### config.mk
export PLATFORM = sky130hd
export DESIGN_NAME = id_ex_hazard_reg
export DESIGN_NICKNAME = d
export VERILOG_FILES = /design/src/rtl/id_ex_hazard_reg.sv
export SDC_FILE = /design/constraint.sdc
export NUM_CORES = 1
export LEC_CHECK = 0
export CELL_PAD_IN_SITES_DETAIL_PLACEMENT = 2
export CELL_PAD_IN_SITES_GLOBAL_PLACEMENT = 2
export CORE_ASPECT_RATIO = 0.8
export CORE_UTILIZATION = 23
export DETAILED_ROUTE_END_ITERATION = 16
export MAX_ROUTING_LAYER = met4
export PLACE_DENSITY = 0.92
export SETUP_SLACK_MARGIN = 0.1
export SYNTH_ARGS = -nofsm -noshare
export SYNTH_HDL_FRONTEND = slang
export SYNTH_SLANG_ARGS = --single-unit
### constraint.sdc
create_clock -name clk -period 2.5 [get_ports clk]
set_input_delay 0.5 -clock clk [delete_from_list [all_inputs] [get_ports clk]]
set_output_delay 0.5 -clock clk [all_outputs]
set_load 0.005 [all_outputs]
### src/rtl/id_ex_hazard_reg.sv
// ID/EX pipeline register with load-use hazard detection, flush and global hold.
// Latency: one cycle from IF_ID inputs to ID_EX outputs; PC_write/IF_ID_write are combinational.
// Backpressure: a load-use hazard injects one bubble and freezes upstream; hold freezes everything.
//
// Ports:
//   clk, rst             : clock and synchronous active-high reset
//   IF_ID_*              : decode-side instruction fields (valid, regs, data, ctrl)
//   flush, hold          : squash of the decode instruction / global freeze
//   ID_EX_*              : registered EX-side fields (rs1/rs2 feed the forwarding unit)
//   PC_write,IF_ID_write : 1 = upstream stages may advance
//   stall_cnt, flush_cnt : saturating event counters
module id_ex_hazard_reg (
   input  logic        clk,
   input  logic        rst,
   input  logic        IF_ID_valid,
   input  logic [4:0]  IF_ID_rs1,
   input  logic [4:0]  IF_ID_rs2,
   input  logic [4:0]  IF_ID_rd,
   input  logic        IF_ID_uses_rs1,
   input  logic        IF_ID_uses_rs2,
   input  logic [31:0] IF_ID_pc,
   input  logic [31:0] IF_ID_rs1_data,
   input  logic [31:0] IF_ID_rs2_data,
   input  logic [31:0] IF_ID_imm,
   input  logic [7:0]  IF_ID_ctrl,
   input  logic        flush,
   input  logic        hold,
   output logic        ID_EX_valid,
   output logic [4:0]  ID_EX_rs1,
   output logic [4:0]  ID_EX_rs2,
   output logic [4:0]  ID_EX_rd,
   output logic [31:0] ID_EX_pc,
   output logic [31:0] ID_EX_rs1_data,
   output logic [31:0] ID_EX_rs2_data,
   output logic [31:0] ID_EX_imm,
   output logic [7:0]  ID_EX_ctrl,
   output logic        PC_write,
   output logic        IF_ID_write,
   output logic [15:0] stall_cnt,
   output logic [15:0] flush_cnt
);

   localparam logic [15:0] CNT_MAX = 16'hFFFF;

   logic        valid_q,    valid_d;
   logic [4:0]  rs1_q,      rs1_d;
   logic [4:0]  rs2_q,      rs2_d;
   logic [4:0]  rd_q,       rd_d;
   logic [31:0] pc_q,       pc_d;
   logic [31:0] rs1_dat_q,  rs1_dat_d;
   logic [31:0] rs2_dat_q,  rs2_dat_d;
   logic [31:0] imm_q,      imm_d;
   logic [7:0]  ctrl_q,     ctrl_d;
   logic [15:0] stall_cnt_q, stall_cnt_d;
   logic [15:0] flush_cnt_q, flush_cnt_d;

   logic load_use;
   logic stall;
   logic rs1_hit;
   logic rs2_hit;

   // Hazard only when a real load in EX targets a non-zero register that the
   // decode instruction actually reads; writes to x0 never create a dependency.
   assign rs1_hit  = IF_ID_uses_rs1 && (IF_ID_rs1 == rd_q);
   assign rs2_hit  = IF_ID_uses_rs2 && (IF_ID_rs2 == rd_q);
   assign load_use = valid_q && ctrl_q[1] && (rd_q != 5'd0) && IF_ID_valid
                     && (rs1_hit || rs2_hit);

   // Flush squashes the dependent instruction anyway, and hold freezes the
   // pipe, so neither case needs a bubble of its own.
   assign stall       = load_use && !flush && !hold;
   assign PC_write    = !(stall || hold);
   assign IF_ID_write = !(stall || hold);

   always_comb begin
      valid_d     = valid_q;
      rs1_d       = rs1_q;
      rs2_d       = rs2_q;
      rd_d        = rd_q;
      pc_d        = pc_q;
      rs1_dat_d   = rs1_dat_q;
      rs2_dat_d   = rs2_dat_q;
      imm_d       = imm_q;
      ctrl_d      = ctrl_q;
      stall_cnt_d = stall_cnt_q;
      flush_cnt_d = flush_cnt_q;

      if (flush || (!hold && stall)) begin
         // Bubble: everything cleared so nothing stale reaches forwarding.
         valid_d   = 1'b0;
         rs1_d     = 5'd0;
         rs2_d     = 5'd0;
         rd_d      = 5'd0;
         pc_d      = 32'd0;
         rs1_dat_d = 32'd0;
         rs2_dat_d = 32'd0;
         imm_d     = 32'd0;
         ctrl_d    = 8'd0;
      end else if (!hold) begin
         valid_d   = IF_ID_valid;
         rs1_d     = IF_ID_rs1;
         rs2_d     = IF_ID_rs2;
         rd_d      = IF_ID_rd;
         pc_d      = IF_ID_pc;
         rs1_dat_d = IF_ID_rs1_data;
         rs2_dat_d = IF_ID_rs2_data;
         imm_d     = IF_ID_imm;
         // Control is gated so an invalid slot can never write state downstream.
         ctrl_d    = IF_ID_valid ? IF_ID_ctrl : 8'd0;
      end

      // stall already excludes hold; flush counts even while held.
      if (stall && (stall_cnt_q != CNT_MAX)) begin
         stall_cnt_d = stall_cnt_q + 16'd1;
      end
      if (flush && (flush_cnt_q != CNT_MAX)) begin
         flush_cnt_d = flush_cnt_q + 16'd1;
      end
   end

   always_ff @(posedge clk) begin
      if (rst) begin
         valid_q     <= 1'b0;
         rs1_q       <= 5'd0;
         rs2_q       <= 5'd0;
         rd_q        <= 5'd0;
         pc_q        <= 32'd0;
         rs1_dat_q   <= 32'd0;
         rs2_dat_q   <= 32'd0;
         imm_q       <= 32'd0;
         ctrl_q      <= 8'd0;
         stall_cnt_q <= 16'd0;
         flush_cnt_q <= 16'd0;
      end else begin
         valid_q     <= valid_d;
         rs1_q       <= rs1_d;
         rs2_q       <= rs2_d;
         rd_q        <= rd_d;
         pc_q        <= pc_d;
         rs1_dat_q   <= rs1_dat_d;
         rs2_dat_q   <= rs2_dat_d;
         imm_q       <= imm_d;
         ctrl_q      <= ctrl_d;
         stall_cnt_q <= stall_cnt_d;
         flush_cnt_q <= flush_cnt_d;
      end
   end

   assign ID_EX_valid    = valid_q;
   assign ID_EX_rs1      = rs1_q;
   assign ID_EX_rs2      = rs2_q;
   assign ID_EX_rd       = rd_q;
   assign ID_EX_pc       = pc_q;
   assign ID_EX_rs1_data = rs1_dat_q;
   assign ID_EX_rs2_data = rs2_dat_q;
   assign ID_EX_imm      = imm_q;
   assign ID_EX_ctrl     = ctrl_q;
   assign stall_cnt      = stall_cnt_q;
   assign flush_cnt      = flush_cnt_q;

endmodule

* Word level (Yosys, flattened, before mapping) *
Index checks and enable logic that the tools add are counted.

word-level totals
  bits of input ports = 158
  flip-flop bits (word level) = 184

cells by class
  reductions and logical operators = 19
  add/subtract/negate cells = 2
  muxes and demuxes = 1
  equality and inequality tests = 4

operators with widths
  cell                                                             number
  16-bit by 1-bit adder with 16-bit output, second input constant  2
  16-bit != test, second input constant                            2
  1-bit logical AND                                                11
  5-bit equality test                                              2
  8-bit 2-to-1 mux                                                 1
  5-bit nonzero test                                               1
  1-bit logical NOT                                                3
  1-bit logical OR                                                 3
  2-bit OR reduction                                               1

* Depth between registers and ports, before layout *
  depth after elaboration = 9
  gate-level depth with buffers = 7
  mapped depth without buffers = 6

* Worst setup path after synthesis *
No wires, ideal clock.

  path kind = in2reg
  start = input port flush
  end = register imm_q[28], in the netlist ID_EX_imm[28]
  setup time = 0.059 ns
  arrival = 2.097 ns
  slack = 0.344 ns
  stages on the path = 7
  cells stage by stage = clkbuf_1 or2_2 buf_2 nor2_1 buf_2 clkbuf_1 a22o_1

on the way
  word-level cells in the longest chain between the ends = 6

RTL lines
  what                            line  source
  start: declaration              26    input logic flush,
  1-bit logical NOT               71    assign stall = load_use && !flush && !hold;
  1-bit logical AND (2 in a row)  71
  1-bit logical AND               88    if (flush || (!hold && stall)) begin
  1-bit logical OR *              88
  2-bit OR reduction (no line) *  n/a
  end signal: assignment          142   imm_q <= imm_d;
  end: declaration                52    logic [31:0] imm_q, imm_d;

Every way passes the cells marked *; elsewhere a longest branch is shown, timed or not.
A chain may end at the register's enable or synchronous reset.

* Worst setup path after layout *
  start = register rd_q[2], in the netlist ID_EX_rd[2]
  end = output port PC_write

on the way
  word-level cells in the longest chain between the ends = 8
  elaborated cells on any way between the ends = 13

RTL lines
  what                                                          line        source
  start: declaration                                            48          logic [4:0] rd_q, rd_d;
  start signal: assignment                                      138         rd_q <= rd_d;
  5-bit equality test, or another cell as far along             64          assign rs1_hit = IF_ID_uses_rs1 && (IF_ID_rs1 == rd_q);
  1-bit logical AND (on tied branches)                          64, 65, 66
  1-bit logical OR / 1-bit logical AND (equally long branches)  67, 66
  1-bit logical AND *                                           67          && (rs1_hit || rs2_hit);
  1-bit logical AND * (2 in a row)                              71
  1-bit logical OR *                                            72          assign PC_write = !(stall || hold);
  1-bit logical NOT *                                           72
  end: declaration                                              37          output logic PC_write,

Marked as above.

==> run_results.csv <==
group,metric,value,unit
worst_setup_path,crit_type,"reg2out",
timing,maxSlewViolCount,0,
grt,grt_max_degree,37,
routing,num_vias,6345,
synthesis,yosysSeqAreaShare,57.2,%
worst_setup_path,crit_buf_inv,1,
place,io_buffers,343,
synthesis,synth-compound-area-share,25.4,%
job,drv_cap,0,
grt,overflow,0,
min_path,hold_end,"ID_EX_rs1_data[25]",
min_path,worstHoldPathType,"reg2reg",
floorplanning,ios,344,
worst_setup_path,rr_endpoint,"ID_EX_rs2_data[12]",
clock_network,clock_latency,0.44,ns
power_and_ir_drop,leakage,4.16,nW
worst_setup_path,reg2regPathDepth,8,
worst_setup_path,ff2ff_setup_slack,0.18,ns
timing,fin_crit_sh,93.5,%
worst_setup_path,critPathMaxStageDelay,0.57,ns
finish,final_cell_area,11300,um^2
routing,wl_per_cell,21.6,um
synthesis,ys.flop_type,"dfxtp_1",
floorplanning,core-area,27400,um^2
synthesis,synth.distinct_cells,43,
grt,grt_antenna_before_repair,0,
worst_setup_path,cp-start-kind,"register",
place,dp.cells,1270,
timing,setup_violations,0,
synthesis,syn_area,6440,um^2
routing,vias_per_cell,4.86,
routing,wl_met1,11.6,mm
synthesis,syn_inst,571,
timing,setup_tns,0,ns
routing,post-route-drc-count,0,
routing,wl,28.3,mm
grt,grt_pass1_wl,41.6,mm
power_and_ir_drop,peakVddDrop,0.000440,V
floorplanning,chipWidth,189,um
worst_setup_path,worstSetupEndpointType,"output port",
floorplanning,die_area,28700,um^2
worst_setup_path,crit_family,"simple AND/OR/NAND/NOR gates",
finish,antenna_cells,0,
outcome,status,"finished, final reports clean",
routing,dr_wl_met3,1.33,mm
synthesis,synth_fp_nets,731,
timing,rsz0062_at_grt,"false",
clock_network,h-tree-depth,4,
worst_setup_path,slowest_stage,"or4_4",
synthesis,synthMuxAreaShare,0.505,%
synthesis,synth_edf_count,0,
clock_network,path_clk_slew,0.07,ns
worst_setup_path,r2r_start,"ID_EX_rd[2]",
place,dp_hpwl,21.3,mm
worst_setup_path,required,2.00,ns
routing,drtIter0Drc,228,
synthesis,synth.ff_latch_count,184,
worst_setup_path,cp_cell_sequence,"or4_4, o21a_1, a21oi_2, buf_2",
worst_setup_path,critPathArrivalTime,1.84,ns
place,gp_congestion,0.786,
power_and_ir_drop,pwr_density_cell,601,nW/um^2
routing,drt-pass1-iter-count,4,
synthesis,synth-simple-area-share,9.80,%
timing,finalCriticalPeriod,2.34,ns
timing,final-hold-violation-count,0,
synthesis,ys_warn_count,0,
finish,drive_above_1_share,9.66,%
routing,wl_met2,14.7,mm
timing,slew_headroom,50.7,%
min_path,hold_depth,1,
floorplanning,die_y,152,um
clock_network,cts_hold_buf,0,
timing,finClkSkew,0.0146,ns
grt,grt_pass1_vias,6970,
floorplanning,initial_core_util,23.5,%
timing,tightest_slew,0.738,ns
place,placed_area,10600,um^2
finish,fin_nets,1089,
grt,gr-usage-all-layers,19.7,%
finish,syn_to_final_growth,75.7,%
clock_network,cts_tree,"done",
floorplanning,rows,54,
timing,timing.fmax,0.428,GHz
routing,antenna_left,0,
synthesis,syn_avg_cell_area,11.3,um^2
routing,topRoutingLayerUsed,"met4",
synthesis,synth_fa_ha_area_share,0.389,%
clock_network,clockBufferDepth,2,
synthesis,synth_top_family_by_area,"compound AO/OA/AOI/OAI gates",
finish,instances_no_fill,1306,
power_and_ir_drop,finalPower,6.80,mW
clock_network,cts_sinks,184,
clock_network,clock-root-buffer,"clkbuf_16",
worst_setup_path,path_max_fanout,2,
synthesis,synth_xor_area_share,3.13,%
synthesis,async_flop_share,0,%
min_path,hp-start,"ID_EX_rs1_data[25]",
clock_network,numCtsBuffers,17,
==> cell usage after synthesis (2+ instances only) <==
cell type  count  area [um^2]
dfxtp_1      184         3680
a22o_1       143         1250
clkbuf_1      24         90.1
a21oi_1       19         95.1
nor2_1        19         71.3
nand4_1       17          106
xnor2_1       15          131
or4_1         12         90.1
nand2_1       11         41.3
nor3_1        11         55.1
o31ai_1       10         75.1
buf_2          9         45.0
buf_4          9         67.6
nand3_1        9         45.0
a22oi_1        8         60.1
and4_1         8         70.1
o21ai_0        8         40.0
xor2_1         8         70.1
and2_1         6         37.5
buf_1          4         15.0
and3_1         3         18.8
inv_1          3         11.3
nor2b_1        3         18.8
o211ai_1       3         22.5
or3_1          3         18.8
ha_1           2         25.0
mux2_2         2         22.5
nand4b_1       2         17.5
nor4b_1        2         17.5
==> cells by family (layout without fill, tap and decap cells) <==
kind of cell	after synthesis	after routing
muxes	3	3
adders and majority gates	2	2
buffers and inverters	49	420
xor gates and xnor gates	23	23
DFF	184	184
and+or+nand+nor	109	109
AOI/OAI and AO/OA	201	201
==> routing by layer <==
layer / GRT usage, % / up-vias
li1: - / 2917
met1: 22.0 / 3186
met4: 7.10 / 0
met5: - / -
met3: 3.96 / 40
met2: 35.0 / 202
==> layout by cell type, fill, tap and decap left out, types with 11 or more instances in the layout <==
cell	synthesis	layout
clkdlybuf4s50_1	0	333
nor3_1	11	11
nand4_1	17	17
dfxtp_1	184	183
a21oi_1	19	18
a22o_1	143	143
buf_12	0	13
clkbuf_16	0	17
buf_4	9	28
nor2_1	19	18
or4_1	12	11
==> worst max-delay path by stage <==
| stage | start | endpoint | slack, ns | cells past startpoint |
|---|---|---|---|---|
| after floorplan | flush | ID_EX_imm[28] | 0.34 | 7 |
| after global placement | IF_ID_rs1[4] | PC_write | -0.48 | 6 |
| after detailed placement | IF_ID_rs1[4] | PC_write | -0.48 | 6 |
| after CTS | ID_EX_rd[0] | PC_write | 0.04 | 4 |
| after global routing | IF_ID_valid | stall_cnt[13] | 0.1 | 8 |
| final | ID_EX_rd[2] | PC_write | 0.16 | 4 |
==> flip-flops by register name (all words and copies together), names as in the netlist <==
signal / count
ID_EX_imm: 32
ID_EX_pc: 32
ID_EX_valid: 1
ID_EX_rs1: 5
ID_EX_rd: 5
ID_EX_rs1_data: 32
ID_EX_ctrl: 8
stall_cnt: 16
ID_EX_rs2: 5
ID_EX_rs2_data: 32
flush_cnt: 16
==> what timing repair did <==
item / CTS / global route
gates resized for setup: 23 / 8
endpoints found under the setup margin: 2 / 111
pin swaps: 7 / 7
buffers inserted: 2 / 2
==> area by class of cell <==
type                            instances  area, um^2
Timing Repair Buffer                  385        3890
Fill cell                            2804       16100
Multi-Input combinational cell        338        2630
Sequential cell                       184        3680
Clock inverter                         12         189
Clock buffer                           20         447
Tap cell                              364         455
Inverter                                3        11.3
==> where the power goes <==
group          internal (mW)  total [mW]  switching [mW]  leakage [nW]
sequential              3.01        3.07          0.0553          1.50
combinational          0.472       0.732           0.260          2.35
clock                   1.73        3.00            1.27         0.311
==> stage by stage <==
step / setup slack, ns / hold slack [ns] / utilization [%]
after global routing: 0.0952 / 0.478 / 41.3
after CTS: 0.0436 / 0.474 / 41.1
after floorplan: 0.344 / 0.466 / -
final: 0.162 / 0.479 / 41.3
after detailed placement: -0.476 / 0.463 / 38.6
after global placement: -0.482 / 0.460 / 38.6
Power figures use the tool's default switching activity.
